===== src/rtl/dram_sched_pkg.sv =====
// Shared types and constants for the DRAM row scheduler: FSM encoding,
// datapath operation codes, core/byte geometry and the per-row byte rotation.
package dram_sched_pkg;

    localparam int NUM_CORES = 16;
    localparam int BYTE_W    = 8;
    localparam int ROW_W     = 6;
    localparam int ERR_W     = 16;
    localparam int MISS_W    = $clog2(NUM_CORES + 1);

    localparam logic [1:0] IO_MODEL_IDLE = 2'b00;
    localparam logic [1:0] IO_MODEL_WR   = 2'b01;
    localparam logic [1:0] IO_MODEL_RD   = 2'b10;

    typedef enum logic [2:0] {
        IDLE,
        WR_ISSUE,
        WR_WAIT,
        RD_ISSUE,
        RD_WAIT,
        CHECK,
        NEXT,
        FINISH
    } sched_state_t;

    // Each row gets the base byte rotated left by its low three address bits.
    function automatic logic [BYTE_W-1:0] rotl_byte(input logic [BYTE_W-1:0] b,
                                                    input logic [2:0]        amt);
        logic [2*BYTE_W-1:0] dbl;
        dbl = {b, b} << amt;
        return dbl[2*BYTE_W-1:BYTE_W];
    endfunction

endpackage


===== src/rtl/dram_sched_cmp.sv =====
// Compares every core's readback byte against the expected row byte and
// returns how many of the 16 cores disagree.
module dram_sched_cmp
    import dram_sched_pkg::*;
(
    input  logic [NUM_CORES*BYTE_W-1:0] rd_data,
    input  logic [BYTE_W-1:0]           exp_byte,
    output logic [MISS_W-1:0]           miss_cnt
);

    always_comb begin
        miss_cnt = '0;
        for (int k = 0; k < NUM_CORES; k++) begin
            if (rd_data[k*BYTE_W +: BYTE_W] != exp_byte) begin
                miss_cnt = miss_cnt + MISS_W'(1);
            end
        end
    end

endmodule


===== src/rtl/dram_row_scheduler.sv =====
// Sweeps a row range: write a rotated pattern, read it back, count mismatching cores.
// Optional wait-state abort enabled by defining DRAM_SCHED_TIMEOUT_EN.
module dram_row_scheduler
    import dram_sched_pkg::*;
#(
    parameter int TIMEOUT_CYC = 4096
) (
    input  logic         clk_100m,
    input  logic         rst,
    input  logic         start,
    input  logic [5:0]   row_first,
    input  logic [5:0]   row_last,
    input  logic [7:0]   pattern,
    output logic         io_en,
    output logic [1:0]   io_model,
    output logic [5:0]   wwl_add,
    output logic [5:0]   rwl_add,
    output logic [7:0]   wbl_byte,
    input  logic         wt_done,
    input  logic         rd_done,
    input  logic [127:0] rd_data,
    output logic         busy,
    output logic         done,
    output logic [15:0]  err_cnt,
    output logic [5:0]   fail_row,
    output logic         fail_vld,
    output logic         timeout
);

    sched_state_t                  state_q, state_d;
    logic [ROW_W-1:0]              row_q, row_d;
    logic [ROW_W-1:0]              row_last_q, row_last_d;
    logic [BYTE_W-1:0]             pattern_q, pattern_d;
    logic [NUM_CORES*BYTE_W-1:0]   rd_data_q, rd_data_d;
    logic [ERR_W-1:0]              err_cnt_q, err_cnt_d;
    logic [ROW_W-1:0]              fail_row_q, fail_row_d;
    logic                          fail_vld_q, fail_vld_d;
    logic [MISS_W-1:0]             miss_cnt;
    logic [ERR_W:0]                err_sum;

`ifdef DRAM_SCHED_TIMEOUT_EN
    localparam int WAIT_W = (TIMEOUT_CYC > 1) ? $clog2(TIMEOUT_CYC) : 1;
    logic              timeout_q, timeout_d;
    logic [WAIT_W-1:0] wait_cnt_q, wait_cnt_d;
    logic              wait_expired;

    assign wait_expired = (wait_cnt_q == WAIT_W'(TIMEOUT_CYC - 1));
`endif

    dram_sched_cmp u_cmp (
        .rd_data  (rd_data_q),
        .exp_byte (wbl_byte),
        .miss_cnt (miss_cnt)
    );

    assign err_sum = {1'b0, err_cnt_q} + (ERR_W + 1)'(miss_cnt);

    always_comb begin
        // NOTE: every _d gets its hold value first so no path through the case can infer a latch.
        state_d    = state_q;
        row_d      = row_q;
        row_last_d = row_last_q;
        pattern_d  = pattern_q;
        rd_data_d  = rd_data_q;
        err_cnt_d  = err_cnt_q;
        fail_row_d = fail_row_q;
        fail_vld_d = fail_vld_q;
`ifdef DRAM_SCHED_TIMEOUT_EN
        timeout_d  = timeout_q;
`endif

        case (state_q)
            IDLE: begin
                if (start) begin
                    row_d      = row_first;
                    row_last_d = row_last;
                    pattern_d  = pattern;
                    err_cnt_d  = '0;
                    fail_vld_d = 1'b0;
`ifdef DRAM_SCHED_TIMEOUT_EN
                    timeout_d  = 1'b0;
`endif
                    state_d    = WR_ISSUE;
                end
            end
            WR_ISSUE: state_d = WR_WAIT;
            WR_WAIT: begin
                if (wt_done) begin
                    state_d = RD_ISSUE;
                end
`ifdef DRAM_SCHED_TIMEOUT_EN
                else if (wait_expired) begin
                    timeout_d = 1'b1;
                    state_d   = FINISH;
                end
`endif
            end
            RD_ISSUE: state_d = RD_WAIT;
            RD_WAIT: begin
                if (rd_done) begin
                    rd_data_d = rd_data;
                    state_d   = CHECK;
                end
`ifdef DRAM_SCHED_TIMEOUT_EN
                else if (wait_expired) begin
                    timeout_d = 1'b1;
                    state_d   = FINISH;
                end
`endif
            end
            CHECK: begin
                err_cnt_d = err_sum[ERR_W] ? '1 : err_sum[ERR_W-1:0];
                if ((miss_cnt != '0) && !fail_vld_q) begin
                    fail_row_d = row_q;
                    fail_vld_d = 1'b1;
                end
                state_d = NEXT;
            end
            NEXT: begin
                if (row_q == row_last_q) begin
                    state_d = FINISH;
                end else begin
                    row_d   = row_q + ROW_W'(1);
                    state_d = WR_ISSUE;
                end
            end
            FINISH:  state_d = IDLE;
            default: state_d = IDLE;
        endcase

`ifdef DRAM_SCHED_TIMEOUT_EN
        // Counter runs only while parked in a wait state; any exit clears it.
        wait_cnt_d = '0;
        if (((state_q == WR_WAIT) || (state_q == RD_WAIT)) && (state_d == state_q)) begin
            wait_cnt_d = wait_cnt_q + WAIT_W'(1);
        end
`endif
    end

    always_ff @(posedge clk_100m) begin
        // NOTE: non-blocking assignments so every flop samples pre-edge values.
        if (rst) begin
            state_q    <= IDLE;
            row_q      <= '0;
            row_last_q <= '0;
            pattern_q  <= '0;
            rd_data_q  <= '0;
            err_cnt_q  <= '0;
            fail_row_q <= '0;
            fail_vld_q <= 1'b0;
`ifdef DRAM_SCHED_TIMEOUT_EN
            timeout_q  <= 1'b0;
            wait_cnt_q <= '0;
`endif
        end else begin
            state_q    <= state_d;
            row_q      <= row_d;
            row_last_q <= row_last_d;
            pattern_q  <= pattern_d;
            rd_data_q  <= rd_data_d;
            err_cnt_q  <= err_cnt_d;
            fail_row_q <= fail_row_d;
            fail_vld_q <= fail_vld_d;
`ifdef DRAM_SCHED_TIMEOUT_EN
            timeout_q  <= timeout_d;
            wait_cnt_q <= wait_cnt_d;
`endif
        end
    end

    always_comb begin
        io_model = IO_MODEL_IDLE;
        case (state_q)
            WR_ISSUE, WR_WAIT: io_model = IO_MODEL_WR;
            RD_ISSUE, RD_WAIT: io_model = IO_MODEL_RD;
            default:           io_model = IO_MODEL_IDLE;
        endcase
    end

    assign io_en    = (state_q == WR_ISSUE) || (state_q == RD_ISSUE);
    assign busy     = (state_q != IDLE);
    assign done     = (state_q == FINISH);
    assign wbl_byte = rotl_byte(pattern_q, row_q[2:0]);
    assign wwl_add  = row_q;
    assign rwl_add  = row_q;
    assign err_cnt  = err_cnt_q;
    assign fail_row = fail_row_q;
    assign fail_vld = fail_vld_q;
`ifdef DRAM_SCHED_TIMEOUT_EN
    assign timeout  = timeout_q;
`else
    assign timeout  = 1'b0;
`endif

endmodule


===== config.mk =====
export PLATFORM = sky130hd
export DESIGN_NAME = dram_row_scheduler
export DESIGN_NICKNAME = d
export VERILOG_FILES = /design/src/rtl/dram_sched_pkg.sv /design/src/rtl/dram_sched_cmp.sv /design/src/rtl/dram_row_scheduler.sv
export SDC_FILE = /design/constraint.sdc
export NUM_CORES = 1
export LEC_CHECK = 0
export ABC_AREA = 1
export CORE_MARGIN = 8
export CORE_UTILIZATION = 35
export CTS_CLUSTER_SIZE = 16
export DETAILED_ROUTE_END_ITERATION = 7
export HOLD_SLACK_MARGIN = 0.12
export PLACE_DENSITY = 0.67
export SKIP_CTS_REPAIR_TIMING = 1
export SLEW_MARGIN = 20
export SYNTH_ARGS = -nofsm -noshare
export SYNTH_HDL_FRONTEND = slang
export SYNTH_SLANG_ARGS = --single-unit

===== constraint.sdc =====
create_clock -name clk_100m -period 15 [get_ports clk_100m]
set_clock_uncertainty 0.15 [all_clocks]
set_input_delay 2.25 -clock clk_100m [delete_from_list [all_inputs] [get_ports clk_100m]]
set_output_delay 2.25 -clock clk_100m [all_outputs]
set_load 0.02 [all_outputs]

# Word-level counts from Yosys, hierarchy flattened
# Index checks and enable logic that the tools add are counted.
word_totals:
  input_bits: 153
  register_bits: 174
op_classes:
  n_eq_ne: 29
  n_reduce_logical: 17
  shift: 1
  add_sub_neg: 17
  mux: 31
ops:
  columns: ["operator", "count"]
  rows:
  - ["8-bit != test", 16]
  - ["5-bit 2-to-1 mux", 15]
  - ["5-bit by 1-bit adder with 5-bit output, second input constant", 14]
  - ["16-bit 2-to-1 mux", 2]
  - ["16-bit one-hot mux with 2 select lines", 1]
  - ["3-bit one-hot mux with 8 select lines", 1]
  - ["16-bit by 5-bit adder with 17-bit output", 1]
  - ["16-bit by 3-bit << shifter with 16-bit output", 1]
  - ["3-bit equality test, second input constant", 4]
  - ["3-bit 2-to-1 mux", 4]
  - ["6-bit 2-to-1 mux", 2]
  - ["6-bit one-hot mux with 2 select lines", 1]
  - ["2-bit != test, second input constant", 5]
  - ["3-bit AND reduction", 3]
  - ["2-bit AND reduction", 4]
  - ["6-bit by 1-bit adder with 6-bit output, second input constant", 1]
  - ["3-bit by 2-bit equality test with 1-bit output, second input constant", 2]
  - ["6-bit equality test", 1]
  - ["5-bit nonzero test", 1]
  - ["2-bit one-hot mux with 2 select lines", 1]
  - ["2-bit nonzero test", 2]
  - ["2-bit OR reduction", 2]
  - ["3-bit by 1-bit equality test with 1-bit output, second input constant", 1]
  - ["3-bit logical NOT", 1]
  - ["7 further kinds", 9]

# Longest topological paths before layout
logic_depth:
  depth_word: 37
  ltp_mapped: 75
  mapped_depth_nobuf: 73

# Hierarchy
# Synthesis repeated with hierarchy kept, for this count alone.
unflattened:
  cells_unflattened: 1810
  area_unflattened_um2: 11802.6
modules_own_cells:
  columns: ["module", "n_inst", "area_per_inst_um2", "cells_each", "seq_area_each_um2"]
  rows:
  - ["dram_row_scheduler", 1, 7350.8, 994, 3483.3]
  - ["dram_sched_cmp", 1, 4451.8, 816, 0.0]

# Worst setup path before layout
# OpenSTA, ideal clock, no wires.
synth_timing:
  kind: "reg2reg"
  start: "register row_q[0], in the netlist rwl_add[0]"
  end: "register err_cnt_q[15], in the netlist err_cnt[15]"
  synth_period_minus_slack_ns: 10.918
  arrival_ns: 10.636
  stages_incl_launch_ff: 69
  setup_time_ns: 0.132
  slack_ns: 4.082
  required_ns: 14.718
  cell_sequence: "dfxtp_1 buf_6 nand2_2 nand3_1 nand3_2 nand2_4 buf_2 xor2_1 a2111oi_0 nand4_1 inv_1 ha_1 inv_1 nand3_1 nand2_2 inv_1 ha_1 nand2_1 [... 33 more ...] xnor2_1 inv_1 ha_1 nand3_1 nand2_1 a21oi_1 o21bai_1 nand3_1 nor3_1 inv_1 nor3_1 inv_1 nor2_1 inv_1 nor3_1 nor2_1 o21ai_0 a21oi_1"
synth_between:
  elab_chain_cells: 36
  word_cells_on_any_way: 51
  classes_between: "add/sub: 16; eq/ne: 16; shift: 1; mux: 18"
synth_rtl:
  columns: ["element", "line", "text"]
  rows:
  - ["from (decl)", "dram_row_scheduler.sv:31", "logic [ROW_W-1:0] row_q, row_d;"]
  - ["from (signal assigned)", "dram_row_scheduler.sv:157", "row_q <= row_d;"]
  - ["16-bit by 3-bit << shifter with 16-bit output (*)", "dram_sched_pkg.sv:30", "dbl = {b, b} << amt;"]
  - ["via wbl_byte[4]", "dram_row_scheduler.sv:18", "output logic [7:0] wbl_byte,"]
  - ["8-bit != test", "dram_sched_cmp.sv:14", "if (rd_data[k*BYTE_W +: BYTE_W] != exp_byte) begin"]
  - ["1-bit 2-to-1 mux", "dram_sched_cmp.sv:14", null]
  - ["1-bit by 1-bit adder with 2-bit output", "dram_sched_cmp.sv:15", "miss_cnt = miss_cnt + MISS_W'(1);"]
  - ["5-bit 2-to-1 mux", "dram_sched_cmp.sv:14", null]
  - ["5-bit by 1-bit adder with 5-bit output", "dram_sched_cmp.sv:15", null]
  - ["5-bit 2-to-1 mux", "dram_sched_cmp.sv:14", null]
  - ["[... 21 more ...]", null, null]
  - ["5-bit 2-to-1 mux", "dram_sched_cmp.sv:14", null]
  - ["5-bit by 1-bit adder with 5-bit output", "dram_sched_cmp.sv:15", null]
  - ["5-bit 2-to-1 mux", "dram_sched_cmp.sv:14", null]
  - ["5-bit by 1-bit adder with 5-bit output", "dram_sched_cmp.sv:15", null]
  - ["5-bit 2-to-1 mux (*)", "dram_sched_cmp.sv:14", null]
  - ["16-bit by 5-bit adder with 17-bit output (*)", "dram_row_scheduler.sv:56", "assign err_sum = {1'b0, err_cnt_q} + (ERR_W + 1)'(miss_cnt);"]
  - ["16-bit 2-to-1 mux (*)", "dram_row_scheduler.sv:112", "err_cnt_d = err_sum[ERR_W] ? '1 : err_sum[ERR_W-1:0];"]
  - ["16-bit one-hot mux with 2 select lines (*)", "dram_row_scheduler.sv:72", "case (state_q)"]
  - ["to (signal assigned)", "dram_row_scheduler.sv:161", "err_cnt_q <= err_cnt_d;"]
  - ["to (decl)", "dram_row_scheduler.sv:35", "logic [ERR_W-1:0] err_cnt_q, err_cnt_d;"]
# Mark *: on every way through the listed nets, which the timed path passes. The rest lies on a longest branch.
# A chain may end at the register's enable or synchronous reset.

# Worst setup path in the final report
layout_timing:
  start: "register row_q[2], in the netlist rwl_add[2]"
  end: "register err_cnt_q[1], in the netlist err_cnt[1]"
layout_between:
  elab_chain_cells: 36
  word_cells_on_any_way: 51
  classes_between: "add/sub: 16; eq/ne: 16; shift: 1; mux: 18"
layout_rtl:
  columns: ["element", "line"]
  rows:
  - ["16-bit by 3-bit << shifter with 16-bit output (*)", "dram_sched_pkg.sv:30"]
  - ["8-bit != test", "dram_sched_cmp.sv:14"]
  - ["1-bit 2-to-1 mux", "dram_sched_cmp.sv:14"]
  - ["1-bit by 1-bit adder with 2-bit output", "dram_sched_cmp.sv:15"]
  - ["5-bit 2-to-1 mux", "dram_sched_cmp.sv:14"]
  - ["5-bit by 1-bit adder with 5-bit output", "dram_sched_cmp.sv:15"]
  - ["5-bit 2-to-1 mux", "dram_sched_cmp.sv:14"]
  - ["5-bit by 1-bit adder with 5-bit output", "dram_sched_cmp.sv:15"]
  - ["[... 20 more ...]", null]
  - ["5-bit 2-to-1 mux", "dram_sched_cmp.sv:14"]
  - ["5-bit by 1-bit adder with 5-bit output", "dram_sched_cmp.sv:15"]
  - ["5-bit 2-to-1 mux", "dram_sched_cmp.sv:14"]
  - ["5-bit by 1-bit adder with 5-bit output", "dram_sched_cmp.sv:15"]
  - ["5-bit 2-to-1 mux (*)", "dram_sched_cmp.sv:14"]
  - ["16-bit by 5-bit adder with 17-bit output (*)", "dram_row_scheduler.sv:56"]
  - ["16-bit 2-to-1 mux (*)", "dram_row_scheduler.sv:112"]
  - ["16-bit one-hot mux with 2 select lines (*)", "dram_row_scheduler.sv:72"]
# Every way passes the cells marked *; elsewhere a longest branch is shown, timed or not.

==> key figures <==
Global routing
  • Vias in the first global route: approximately 10000
  • Global route overflow: 0
  • Initial antenna violation count: 0
  • Largest net degree at the start of global routing: between 90 and 100
  • First-pass GRT wire length: about 53000 um
  • GRT Overall Usage: 0.171

Setup path
  • CP Capture Type: register
  • Req. time, crit path: about 15000 ps
  • WS Path Type: register to register
  • Arr. time, crit path: ~13000 ps
  • CP peak stage delay: around 860 ps
  • CP max FO: 18
  • Critical Path Start Type: register
  • Slowest CP cell: dfxtp_1
  • Worst path most repeated cell: nand2_1

Clock network
  • CTS tree: done
  • Clk slew on worst S/H paths: roughly 80 ps
  • CTS buffer count: 17
  • Clk buf depth: 2
  • Worst-Skew Late Latency: between 400 and 500 ps
  • Clock sink total: approximately 170
  • H-tree levels: 4
  • Clock Tree Root: clkbuf_16

Final layout
  • Filler cell count: around 3200
  • Ant. Diodes: 0
  • Area taken by multi-input logic gates: around 6500 um^2
  • Layout cell share with drive strength beyond 1: 0.0921
  • Area growth from synthesis to layout: 25.1%
  • Non-filler cells, final: about 2200
  • Final Util: 0.441
  • Sequential cell area: approximately 3500 um^2
  • NumNets Final: just under 2000

Logic synthesis
  • Syn Nets: between 1500 and 2000
  • Mapped Cells: approximately 1600
  • Post-synth EDFFs: 0
  • Synth async-reset ratio: 0
  • Mapped cell area: roughly 11000 um^2
  • Largest cells by area after synthesis: dfxtp_1, nand2_1, xor2_1
  • Most frequent cells after synthesis: nand2_1, dfxtp_1, a21oi_1
  • #FFs+latches synth: between 150 and 200
  • Main flop type after synthesis: dfxtp_1
  • Seq/Total Area, Yosys: 0.317
  • Share of the synthesized area in the top cell type: 0.317
  • Yosys top cell by area: dfxtp_1
  • Count leader, synth: nand2_1
  • Synth Area per Inst: 6.86 um^2
  • Synth warnings: 0
  • Synth unique cells: 40

Drt
  • ANT nets after route: 0
  • DRT met1 WL: 14800 um
  • Final WL: approximately 33000 um
  • Routed length on met3: roughly 1400 um
  • Met2 wire len: ~16000 um
  • WL per Instance: 15.2 um
  • DR iter-0 viols: a little over 600
  • Routed vias: 10700
  • DR pass1 iterations: 8
  • Highest routed metal layer: met4
  • Residual DRC: 0
  • Routed vias/inst: 4.97

Timing
  • RSZ-0062 raised after global routing: false
  • Slew HR: 0.264
  • Minimum clock period after layout: 12600 ps
  • Slew Viols, Final: 0
  • Final hold violations: 0
  • Final Cycle Share: 0.840
  • Fin Setup TNS: 0 ps
  • Final setup fails: 0
  • Actual slew at the worst max-slew pin: around 1100 ps
  • Peak Freq: between 70 and 80 MHz

Die
  • Die X: 193 um
  • Starting Density: 0.352
  • Total die area: 37400 um^2
  • Die Height: 193 um
  • # rows: between 60 and 70
  • IO Count: roughly 200
  • Core region area: approximately 31000 um^2

Status
  • Status: finished, final reports clean

Placed design
  • Dpl cells: approximately 2100
  • Placer Congestion: just under 0.9
  • Port Buf Inserts: 200
  • HPWL after DPL: between 20000 and 25000 um

Flow run
  • Max-Cap Viols: 0

Worst hold path
  • Hold WC Path Type: register to register
[critical path, delay by kind of cell, from the launching register on]
family,cells,cell delay (ps)
xor gates and xnor gates,2,300
adders and majority gates,10,2750
and+or+nand+nor,34,5480
AOI/OAI and AO/OA,9,2050
DFF,1,860
buffers and inverters,9,920
[per-layer routing]
| layer | track usage | vias up |
|---|---|---|
| li1 | - | 5480 |
| met1 | 0.208 | 4958 |
| met2 | 0.291 | 246 |
| met3 | 0.0325 | 53 |
| met4 | 0.0710 | 0 |
| met5 | 0 | - |
[logic make-up (layout without fill, tap and decap cells)]
logic type               count (synthesis)  count (layout)  share of synthesized area
AO/OA/AOI/OAI                          284             284                      0.132
XOR/XNOR                               126             126                      0.100
other                                    1               1                   0.000341
AND/OR/NAND/NOR                        738             738                      0.330
buffers and inverters                  259             414                     0.0948
adder cells (fa/ha/maj)                 22              22                     0.0257
flip-flops                             174             174                      0.317
[final timing paths]
path	from	endpoint	slack [ps]	cells after the start
max	rwl_add[2]$_SDFFE_PP0P_	err_cnt[1]$_SDFFE_PP0P_	2400	64
min	row_last_q[5]$_SDFFE_PP0P_	row_last_q[5]$_SDFFE_PP0P_	320	2
max reg2reg	rwl_add[2]$_SDFFE_PP0P_	err_cnt[1]$_SDFFE_PP0P_	2400	64
min reg2reg	row_last_q[5]$_SDFFE_PP0P_	row_last_q[5]$_SDFFE_PP0P_	320	2
[layout make-up]
type                            instances  share of cell area
Clock buffer                           17              0.0309
Clock inverter                         15              0.0122
Multi-Input combinational cell       1171               0.471
Sequential cell                       174               0.253
Inverter                              177              0.0484
Tap cell                              402              0.0365
Timing Repair Buffer                  205               0.148
[flip-flops by register name (all words and copies together), names as in the netlist]
signal / flops
fail_vld: 1
err_cnt: 16
fail_row: 6
rwl_add: 6
rd_data_q: 128
row_last_q: 6
state_q: 3
pattern_q: 8
[cell usage in the layout (no fill, tap or decap), types with 34 or more instances in the layout]
| master | count |
|---|---|
| nand3_1 | 163 |
| dfxtp_1 | 174 |
| xor2_1 | 120 |
| clkdlybuf4s50_1 | 198 |
| nor2_1 | 66 |
| nand3_2 | 34 |
| a21oi_1 | 170 |
| inv_1 | 161 |
| nand2_1 | 357 |
| o21ai_0 | 97 |
[stage by stage]
step | hold WS, ps | setup slack [ps] | cell area (um^2)
global route | 333 | 1270 | 13800
floorplan | 285 | 4080 | 11000
finish | 317 | 2400 | 13800
CTS | 318 | 2460 | 13800
detailed placement | 307 | 2490 | 13200
global placement | 299 | 3030 | 13200
Power is left out: the tool's default activity adds up to more than one toggle a clock period on the data nets, which glitch-free logic cannot reach.
